### src/rtl/up_sampler_pkg.sv
// Shared FSM encoding and width helpers for the up_sampler_arbiter slice.
// Arbitration policy is chosen by UP_SAMPLER_ARB_ROUND_ROBIN_EN (see rr_arbiter).
package up_sampler_pkg;

    typedef enum logic {
        ST_IDLE  = 1'b0,
        ST_BURST = 1'b1
    } state_e;

    function automatic int clog2(input int value);
        int result = 0;
        for (int i = 0; i < 31; i++) begin
            if ((1 << i) < value) result = i + 1;
        end
        return result;
    endfunction

    function automatic int beat_width(input int i_factor);
        return (clog2(i_factor) < 1) ? 1 : clog2(i_factor);
    endfunction

    function automatic int tid_width(input int num_ch);
        return (clog2(num_ch) < 1) ? 1 : clog2(num_ch);
    endfunction

endpackage

### src/rtl/up_sampler_arbiter_rr.sv
// rr_arbiter: combinational one-hot grant and encoded index from a request vector.
// UP_SAMPLER_ARB_ROUND_ROBIN_EN defined: round-robin with registered pointer; else fixed priority.
module rr_arbiter
    import up_sampler_pkg::*;
#(
    parameter int NUM_CH = 4,
    parameter int IDX_W  = tid_width(NUM_CH)
) (
    input  logic              aclk,
    input  logic              aresetn,
    input  logic [NUM_CH-1:0] req_i,
    input  logic              accept_i,
    output logic [NUM_CH-1:0] grant_o,
    output logic [IDX_W-1:0]  idx_o,
    output logic              any_o
);

    logic [IDX_W-1:0] lowIdx;
    logic             lowAny;

    // Descending scan so the lowest requesting index is the one left standing.
    always_comb begin
        lowIdx = '0;
        lowAny = 1'b0;
        for (int k = NUM_CH - 1; k >= 0; k--) begin
            if (req_i[k]) begin
                lowIdx = IDX_W'(k);
                lowAny = 1'b1;
            end
        end
    end

`ifdef UP_SAMPLER_ARB_ROUND_ROBIN_EN
    logic [IDX_W-1:0] ptr_q;
    logic [IDX_W-1:0] ptr_d;
    logic [IDX_W-1:0] highIdx;
    logic             highAny;

    // Requests at or above the pointer take precedence; otherwise wrap to the lowest one.
    always_comb begin
        highIdx = '0;
        highAny = 1'b0;
        for (int k = NUM_CH - 1; k >= 0; k--) begin
            if (req_i[k] && (IDX_W'(k) >= ptr_q)) begin
                highIdx = IDX_W'(k);
                highAny = 1'b1;
            end
        end
    end

    assign idx_o = highAny ? highIdx : lowIdx;
    assign ptr_d = (idx_o == IDX_W'(NUM_CH - 1)) ? '0 : idx_o + IDX_W'(1);

    always_ff @(posedge aclk or negedge aresetn) begin
        if (!aresetn) begin
            ptr_q <= '0;
        end else if (accept_i) begin
            ptr_q <= ptr_d;
        end
    end
`else
    logic unusedInputs;

    assign unusedInputs = aclk ^ aresetn ^ accept_i;
    assign idx_o        = lowIdx;
`endif

    assign any_o   = lowAny;
    assign grant_o = any_o ? (NUM_CH'(1) << idx_o) : '0;

endmodule

### src/rtl/up_sampler_arbiter.sv
// Shares one zero-insertion / zero-order-hold interpolator between NUM_CH AXI-Stream sources.
// Arbitration: UP_SAMPLER_ARB_ROUND_ROBIN_EN selects round-robin, otherwise fixed priority.
module up_sampler_arbiter
    import up_sampler_pkg::*;
#(
    parameter int NUM_CH          = 4,
    parameter int I_FACTOR        = 4,
    parameter int ZERO_ORDER_HOLD = 0,
    parameter int TDATA_WIDTH     = 8,
    parameter int TID_WIDTH       = tid_width(NUM_CH)
) (
    input  logic                          aclk,
    input  logic                          aresetn,
    input  logic [NUM_CH-1:0]             s_axis_tvalid,
    output logic [NUM_CH-1:0]             s_axis_tready,
    input  logic [NUM_CH*TDATA_WIDTH-1:0] s_axis_tdata,
    output logic                          m_axis_tvalid,
    input  logic                          m_axis_tready,
    output logic [TDATA_WIDTH-1:0]        m_axis_tdata,
    output logic [TID_WIDTH-1:0]          m_axis_tid,
    output logic                          m_axis_tlast
);

    localparam int                BEAT_W    = beat_width(I_FACTOR);
    localparam logic [BEAT_W-1:0] LAST_BEAT = BEAT_W'(I_FACTOR - 1);

    state_e                 state_q;
    logic [BEAT_W-1:0]      beat_q;
    logic [BEAT_W-1:0]      beat_d;
    logic [TDATA_WIDTH-1:0] data_q;
    logic [TID_WIDTH-1:0]   tid_q;
    logic                   last_q;

    logic [NUM_CH-1:0]      grant;
    logic [TID_WIDTH-1:0]   winIdx;
    logic                   winAny;
    logic                   canAccept;
    logic                   accept;
    logic [TDATA_WIDTH-1:0] winData;

    rr_arbiter #(
        .NUM_CH (NUM_CH),
        .IDX_W  (TID_WIDTH)
    ) u_arb (
        .aclk     (aclk),
        .aresetn  (aresetn),
        .req_i    (s_axis_tvalid),
        .accept_i (accept),
        .grant_o  (grant),
        .idx_o    (winIdx),
        .any_o    (winAny)
    );

    // A new sample may enter only when idle or as the final beat leaves.
    assign canAccept = aresetn &&
                       ((state_q == ST_IDLE) ||
                        ((state_q == ST_BURST) && last_q && m_axis_tready));
    assign accept        = canAccept && winAny;
    assign s_axis_tready = accept ? grant : '0;
    assign beat_d        = beat_q + BEAT_W'(1);

    always_comb begin
        winData = '0;
        for (int k = 0; k < NUM_CH; k++) begin
            if (winIdx == TID_WIDTH'(k)) winData = s_axis_tdata[k*TDATA_WIDTH +: TDATA_WIDTH];
        end
    end

    always_ff @(posedge aclk or negedge aresetn) begin
        if (!aresetn) begin
            state_q <= ST_IDLE;
            beat_q  <= '0;
            data_q  <= '0;
            tid_q   <= '0;
            last_q  <= 1'b0;
        end else if (accept) begin
            state_q <= ST_BURST;
            beat_q  <= '0;
            data_q  <= winData;
            tid_q   <= winIdx;
            last_q  <= (I_FACTOR == 1);
        end else if ((state_q == ST_BURST) && m_axis_tready) begin
            if (ZERO_ORDER_HOLD == 0) data_q <= '0;
            if (last_q) begin
                state_q <= ST_IDLE;
                beat_q  <= '0;
                last_q  <= 1'b0;
            end else begin
                beat_q <= beat_d;
                last_q <= (beat_d == LAST_BEAT);
            end
        end
    end

    assign m_axis_tvalid = (state_q == ST_BURST);
    assign m_axis_tdata  = data_q;
    assign m_axis_tid    = tid_q;
    assign m_axis_tlast  = last_q;

endmodule

### config.mk
export PLATFORM = sky130hd
export DESIGN_NAME = up_sampler_arbiter
export DESIGN_NICKNAME = d
export VERILOG_FILES = /design/src/rtl/up_sampler_pkg.sv /design/src/rtl/up_sampler_arbiter_rr.sv /design/src/rtl/up_sampler_arbiter.sv
export SDC_FILE = /design/constraint.sdc
export NUM_CORES = 1
export LEC_CHECK = 0
export BUFFER_PORTS_ARGS = -buffer_cell sky130_fd_sc_hd__buf_2
export CELL_PAD_IN_SITES_DETAIL_PLACEMENT = 2
export CELL_PAD_IN_SITES_GLOBAL_PLACEMENT = 2
export CORE_MARGIN = 5
export CORE_UTILIZATION = 21
export CTS_CLUSTER_SIZE = 20
export DETAILED_ROUTE_END_ITERATION = 8
export GPL_ROUTABILITY_DRIVEN = 0
export MAX_ROUTING_LAYER = met4
export PLACE_DENSITY_LB_ADDON = 0.12
export SLEW_MARGIN = 10
export SYNTH_ARGS = -nofsm -noshare
export SYNTH_HDL_FRONTEND = slang
export SYNTH_HIERARCHICAL = 1
export SYNTH_SLANG_ARGS = --single-unit
### constraint.sdc
create_clock -name aclk -period 1.25 [get_ports aclk]
set_input_delay 0.0625 -clock aclk [delete_from_list [all_inputs] [get_ports aclk]]
set_output_delay 0.0625 -clock aclk [all_outputs]
set_load 0.01 [all_outputs]
==> impl_metrics.csv, run 1 <==
group,metric,value,unit
run_status,status,"finished with violations",
run_status,violations,"setup timing",
timing,finalHoldViolations,0,
grt,grt_pass1_wl,4550,um
power_and_ir_drop,power.density,1440,mW/mm2
finish,nFillCells,438,
critical_path,crit_path_start_kind,"register",
timing,post-route-period-util,104,%
timing,finalSetupViolations,9,
die,die_w,72.7,um
clocking,cts_tree,"done",
critical_path,crit_chain,"nand2_4, a21oi_4, buf_6, and2_4, buf_6",
die,initial_core_util,22.1,%
synth,syn_avg_cell_area,12.5,um2
power_and_ir_drop,p_leak,0.713,nW
clocking,cts_buffers,3,
synth,yosys_warnings,6,
timing,slew_violations,0,
drt,wl_per_cell,15.6,um
timing,timing.fmax,0.771,GHz
critical_path,slowest_stage,"dfrtp_2",
finish,area_growth,67.4,%
placed_design,io_buffers,54,
flow_run,cap_violations,0,
grt,overflow,0,
clocking,path_clk_slew,0.06,ns
synth,syn_area,826,um2
clocking,clockBufferDepth,2,
grt,grt_max_degree,15,
drt,routed_wl,2850,um
finish,utilization,36.9,%
critical_path,critPathKind,"reg -> out",
critical_path,arrival,1.23,ns
drt,drtIter0Drc,13,
clocking,htree_levels,1,
clocking,clock_latency,0.24,ns
critical_path,critical-path-top-delay-family,"flip-flops",
drt,final_antenna_net_count,0,
grt,grtUsageMet1,12.8,%
critical_path,path_buf_inv,2,
die,core,0.00374,mm2
power_and_ir_drop,vdd_drop_max,0.430,mV
synth,synth_seq_cells,14,
placed_design,dp_hpwl,2370,um
timing,max-slew-margin-rel,84.4,%
grt,grt_pass1_vias,991,
grt,antenna_found_initial,0,
die,rows,22,
die,ios,55,
synth,synth.distinct_cells,22,
grt,top_usage_layer,"met2",
finish,diodes,0,
critical_path,cpPeakStageDelay,0.39,ns
timing,tightest_slew,0.233,ns
drt,num_vias,830,
grt,grt_usage,11.2,%
critical_path,required,1.19,ns
drt,via_per_inst,4.54,
die,die_h,72.7,um
finish,layout.nets,176,
clocking,clock-sinks,14,
grt,met3_usage,0.964,%
die,fp.dieArea,0.00529,mm2
drt,drc,0,
timing,fin_crit,1.30,ns
synth,seq_area_frac_synth,42.4,%
critical_path,cp_max_fo,5,
critical_path,end_kind,"output pin",
timing,worst_slack,-0.0469,ns
clocking,cts-root-buf,"clkbuf_8",
timing,rsz0062_at_grt,"yes",
grt,use_met2,20.8,%
timing,fin_worst_skew,0.00188,ns
drt,dr.pass1.iters,2,
worst_hold_path,hold_path_class,"in -> reg",
synth,synthCells,66,
critical_path,worst_path_most_repeated_cell,"buf_6",
finish,layout-drive-gt1-share,68.9,%
synth,synthesis.nets,106,
timing,tns,-0.196,ns
## per-layer routing
layer / vias up / wire, um
li1: 388 / -
met1: 409 / 1130
met2: 31 / 1550
met3: 2 / 147
met4: 0 / 24
met5: - / 0
## power breakdown
part	switching, mW	leakage (nW)	internal (mW)	total, mW
sequential	0.0946	0.181	0.604	0.699
combinational	0.383	0.504	0.471	0.853
clock	0.158	0.0288	0.278	0.437
total	0.636	0.713	1.35	1.99
## flip-flops by register name (all words and copies together), names as in the netlist
signal and count:
m_axis_tid 2, m_axis_tlast 1, m_axis_tdata 8, beat_q 2, m_axis_tvalid 1
## metrics by stage
step	std cells	power [mW]	cell area [um2]	hold WS, ns	setup slack (ns)
finish	183	1.99	1380	0.140	-0.0469
global route	183	2.14	1380	0.156	-0.0947
CTS	183	2.01	1360	0.116	-0.0434
detailed placement	176	1.50	1250	0.0341	-0.246
global placement	176	1.47	1250	0.0283	-0.185
floorplan	66	1.10	838	-0.233	-0.00677
## final cells by class
cell class | count | area (um2) | area share, %
clock buffer | 4 | 55.1 | 3.98
sequential | 14 | 353 | 25.5
multi-input combinational | 45 | 465 | 33.7
inverter | 2 | 7.51 | 0.543
timing repair buffer | 70 | 442 | 31.9
tap | 48 | 60.1 | 4.34
## synthesized netlist by cell type, drive strengths merged
cell type | instances | area, um2
dfrtp | 14 | 350
a32o | 1 | 10.0
o21a | 1 | 7.51
nand2b | 1 | 6.26
and2 | 5 | 31.3
mux4 | 8 | 180
nor3b | 1 | 7.51
mux2 | 2 | 22.5
a22o | 8 | 70.1
ha | 1 | 12.5
clkbuf | 2 | 7.51
nor3 | 2 | 10.0
buf | 3 | 23.8
a21o | 1 | 7.51
inv | 2 | 7.51
o32ai | 1 | 8.76
nor2 | 4 | 15.0
nand2 | 7 | 26.3
a21oi | 2 | 21.3
## worst reg2reg max path, cell delays in order, from the launching register on
cell     delay, ns
dfrtp_2       0.43
buf_4         0.15
o21a_1        0.20
buf_6         0.14
a22o_1        0.23
## placed cells by master (no fill, tap or decap), types with 2 or more instances in the layout
| cell | count |
|---|---|
| nand2_1 | 6 |
| and2_4 | 4 |
| dfrtp_2 | 2 |
| mux4_2 | 8 |
| a22o_1 | 8 |
| clkbuf_8 | 4 |
| mux2_2 | 2 |
| dfrtp_1 | 12 |
| buf_4 | 11 |
| buf_6 | 7 |
| inv_1 | 2 |
| nor3_1 | 2 |
| buf_2 | 50 |
| nor2_1 | 4 |
## path summary, 6_finish.rpt
| kind | from | endpoint | slack [ns] | cells after the start |
|---|---|---|---|---|
| worst max-delay path | m_axis_tlast | s_axis_tready[0] | -0.05 | 5 |
| worst min-delay path | m_axis_tready | beat_q[0] | 0.14 | 2 |
| worst max register to register | m_axis_tvalid | m_axis_tdata[5] | -0.01 | 4 |
| worst min register to register | m_axis_tdata[0] | m_axis_tdata[0] | 0.50 | 1 |
| max in group asynchronous | aresetn | m_axis_tlast | 0.75 | 3 |
| min in group asynchronous | aresetn | m_axis_tdata[0] | 0.32 | 3 |
## what timing repair did
action	CTS	global route
setup buffers	2	0
cloned	0	0
endpoints found under the setup margin	4	15
gates resized for setup	9	5
pin swaps	5	3
hold buffers	1	0
endpoints found under the hold margin	14	0
## kinds of logic after synthesis
logic type / Yosys count / share of synthesized area, %
AND/OR/NAND/NOR: 20 / 11.7
AO/OA/AOI/OAI: 14 / 15.2
flip-flops: 14 / 42.4
multiplexers: 10 / 24.5
buffers and inverters: 7 / 4.70
adder cells (fa/ha/maj): 1 / 1.51
Power figures use the tool's default switching activity.
==> inputs of run 2 (changes only) <==
--- a/config.mk
+++ b/config.mk
@@ -9,7 +9,7 @@
 export CELL_PAD_IN_SITES_DETAIL_PLACEMENT = 2
 export CELL_PAD_IN_SITES_GLOBAL_PLACEMENT = 2
 export CORE_MARGIN = 5
-export CORE_UTILIZATION = 21
+export CORE_UTILIZATION = 25
 export CTS_CLUSTER_SIZE = 20
 export DETAILED_ROUTE_END_ITERATION = 8
 export GPL_ROUTABILITY_DRIVEN = 0
==> constraint.sdc (replaced) <==
create_clock -name aclk -period 1.6 [get_ports aclk]
set_input_delay 0.08 -clock aclk [delete_from_list [all_inputs] [get_ports aclk]]
set_output_delay 0.08 -clock aclk [all_outputs]
set_load 0.01 [all_outputs]
==> run 2 against run 1 <==
- the run now ends clean
- via count fell by 4.1%
- largest power group is now sequential cells
- cell area decreased by 12%
- power down 33%
- critical path type unchanged
- setup slack improved by 0.24 ns
==> impl_metrics.csv, run 2 (same netlist as run 1, synthesis figures left out) <==
group,metric,value,unit
clocking,cts_resized,0,
die,fp.dieArea,0.00455,mm2
die,die_h,67.5,um
clocking,cts-root-buf,"clkbuf_4",
finish,most-common-layout-cells,"buf_2, dfrtp_1, mux4_2, a22o_1, nand2_1",
drt,wl_per_cell,15.7,um
clocking,clock-sinks,14,
clocking,cts_buffers,3,
drt,num_vias,796,
grt,grt_pass1_vias,915,
placed_design,post-place-cells,164,
finish,diodes,0,
critical_path,reg2reg_depth,4,
critical_path,required,1.52,ns
placed_design,dp_hpwl,2290,um
finish,largest_reg_flops,8,
finish,nFillCells,368,
run_status,status,"finished, final reports clean",
finish,area_growth,46.7,%
finish,register_area,350,um2
timing,timing.fmax,0.710,GHz
power_and_ir_drop,power.density,1110,mW/mm2
timing,max-slew-margin-rel,73.4,%
worst_hold_path,hold_depth,2,
die,core,0.00310,mm2
timing,finalSetupViolations,0,
finish,layout.nets,167,
clocking,htree_levels,1,
timing,rsz0062_at_grt,"no",
critical_path,crit_path_start_kind,"register",
critical_path,arrival,1.33,ns
finish,layout_commonest_cell,"buf_2",
drt,drtIter0Drc,7,
finish,layout-drive-gt1-share,59.5,%
finish,stdcell_count,170,
placed_design,io_buffers,54,
drt,routed_wl,2670,um
grt,overflow,0,
die,ios,55,
die,rows,20,
timing,fin_crit,1.41,ns
timing,post-route-period-util,88.0,%
worst_hold_path,hold_path_class,"in -> reg",
timing,tightest_slew,0.399,ns
grt,grt_max_degree,15,
clocking,clockBufferDepth,2,
timing,fin_worst_skew,0.00566,ns
clocking,path_clk_slew,0.09,ns
grt,grt_usage,12.9,%
flow_run,cap_violations,0,
drt,drc,0,
drt,dr.pass1.iters,2,
drt,final_antenna_net_count,0,
timing,slew_violations,0,
timing,finalHoldViolations,0,
timing,tns,0,ns
die,initial_core_util,26.6,%
clocking,clock_latency,0.28,ns
critical_path,end_kind,"output pin",
finish,utilization,39.0,%
placed_design,pre_cts_ws,0.0227,ns
timing,worst_slack,0.192,ns
drt,via_per_inst,4.68,
power_and_ir_drop,p_leak,0.635,nW
finish,multi_input_area,437,um2
critical_path,critPathKind,"reg -> out",
die,die_w,67.5,um
power_and_ir_drop,vdd_drop_max,0.284,mV
grt,grt_pass1_wl,4170,um
grt,antenna_found_initial,0,
clocking,cts_tree,"done",
critical_path,cp_max_fo,6,
## run 2: cell count changes in the layout (fill, tap and decap cells not counted), sizes merged
cell / delta
buf: -9
## run 2: area by class of cell
cell class              instances  area share [%]
clock buffers                   4            3.00
well taps                      44            4.55
flip-flops and latches         14            28.9
multi-input cells              45            36.1
repair buffers                 61            26.9
inverters                       2           0.620
## run 2: metrics by stage
stage | total power, mW | hold slack, ns | instance area [um2]
final | 1.34 | 0.0887 | 1210
after detailed placement | 1.10 | 0.0420 | 1160
after global routing | 1.45 | 0.0732 | 1210
after floorplan | 0.857 | -0.216 | 826
after global placement | 1.07 | 0.0422 | 1160
after CTS | 1.37 | 0.0804 | 1210
## run 2: path summary, 6_finish.rpt
path	slack (ns)	end	start
max	0.19	s_axis_tready[2]	m_axis_tlast
min	0.09	beat_q[0]	m_axis_tready
max reg2reg	0.21	m_axis_tid[0]	m_axis_tlast
min reg2reg	0.51	m_axis_tdata[0]	m_axis_tdata[0]
max in group asynchronous	1.16	m_axis_tdata[3]	aresetn
min in group asynchronous	0.27	m_axis_tlast	aresetn
## run 2: timing repair
| item | in CTS | in global routing |
|---|---|---|
| setup endpoints to repair | 4 | 0 |
| hold buffers | 1 | 0 |
| hold endpoints to repair | 14 | 0 |
| setup buffers | 1 | 0 |
## run 2: layer usage
layer | up-vias | global-route usage [%] | part of all wire, %
met1 | 393 | 13.9 | 39
met2 | 31 | 24.1 | 56
met4 | 0 | 5.32 | 0.71
li1 | 370 | - | -
met3 | 2 | 0.998 | 4.8
met5 | - | - | 0
## run 2: worst max-delay path, stage by stage (launching register included)
cell     delay (ns)
dfrtp_1        0.43
nand2_1        0.14
a21oi_4        0.19
and2_1         0.15
buf_2          0.13
## run 2: power by group
part	internal [mW]	leakage [nW]	switching, mW	total (mW)
Sequential	0.467	0.183	0.0849	0.552
Clock	0.138	0.0210	0.120	0.258
Combinational	0.280	0.432	0.250	0.530
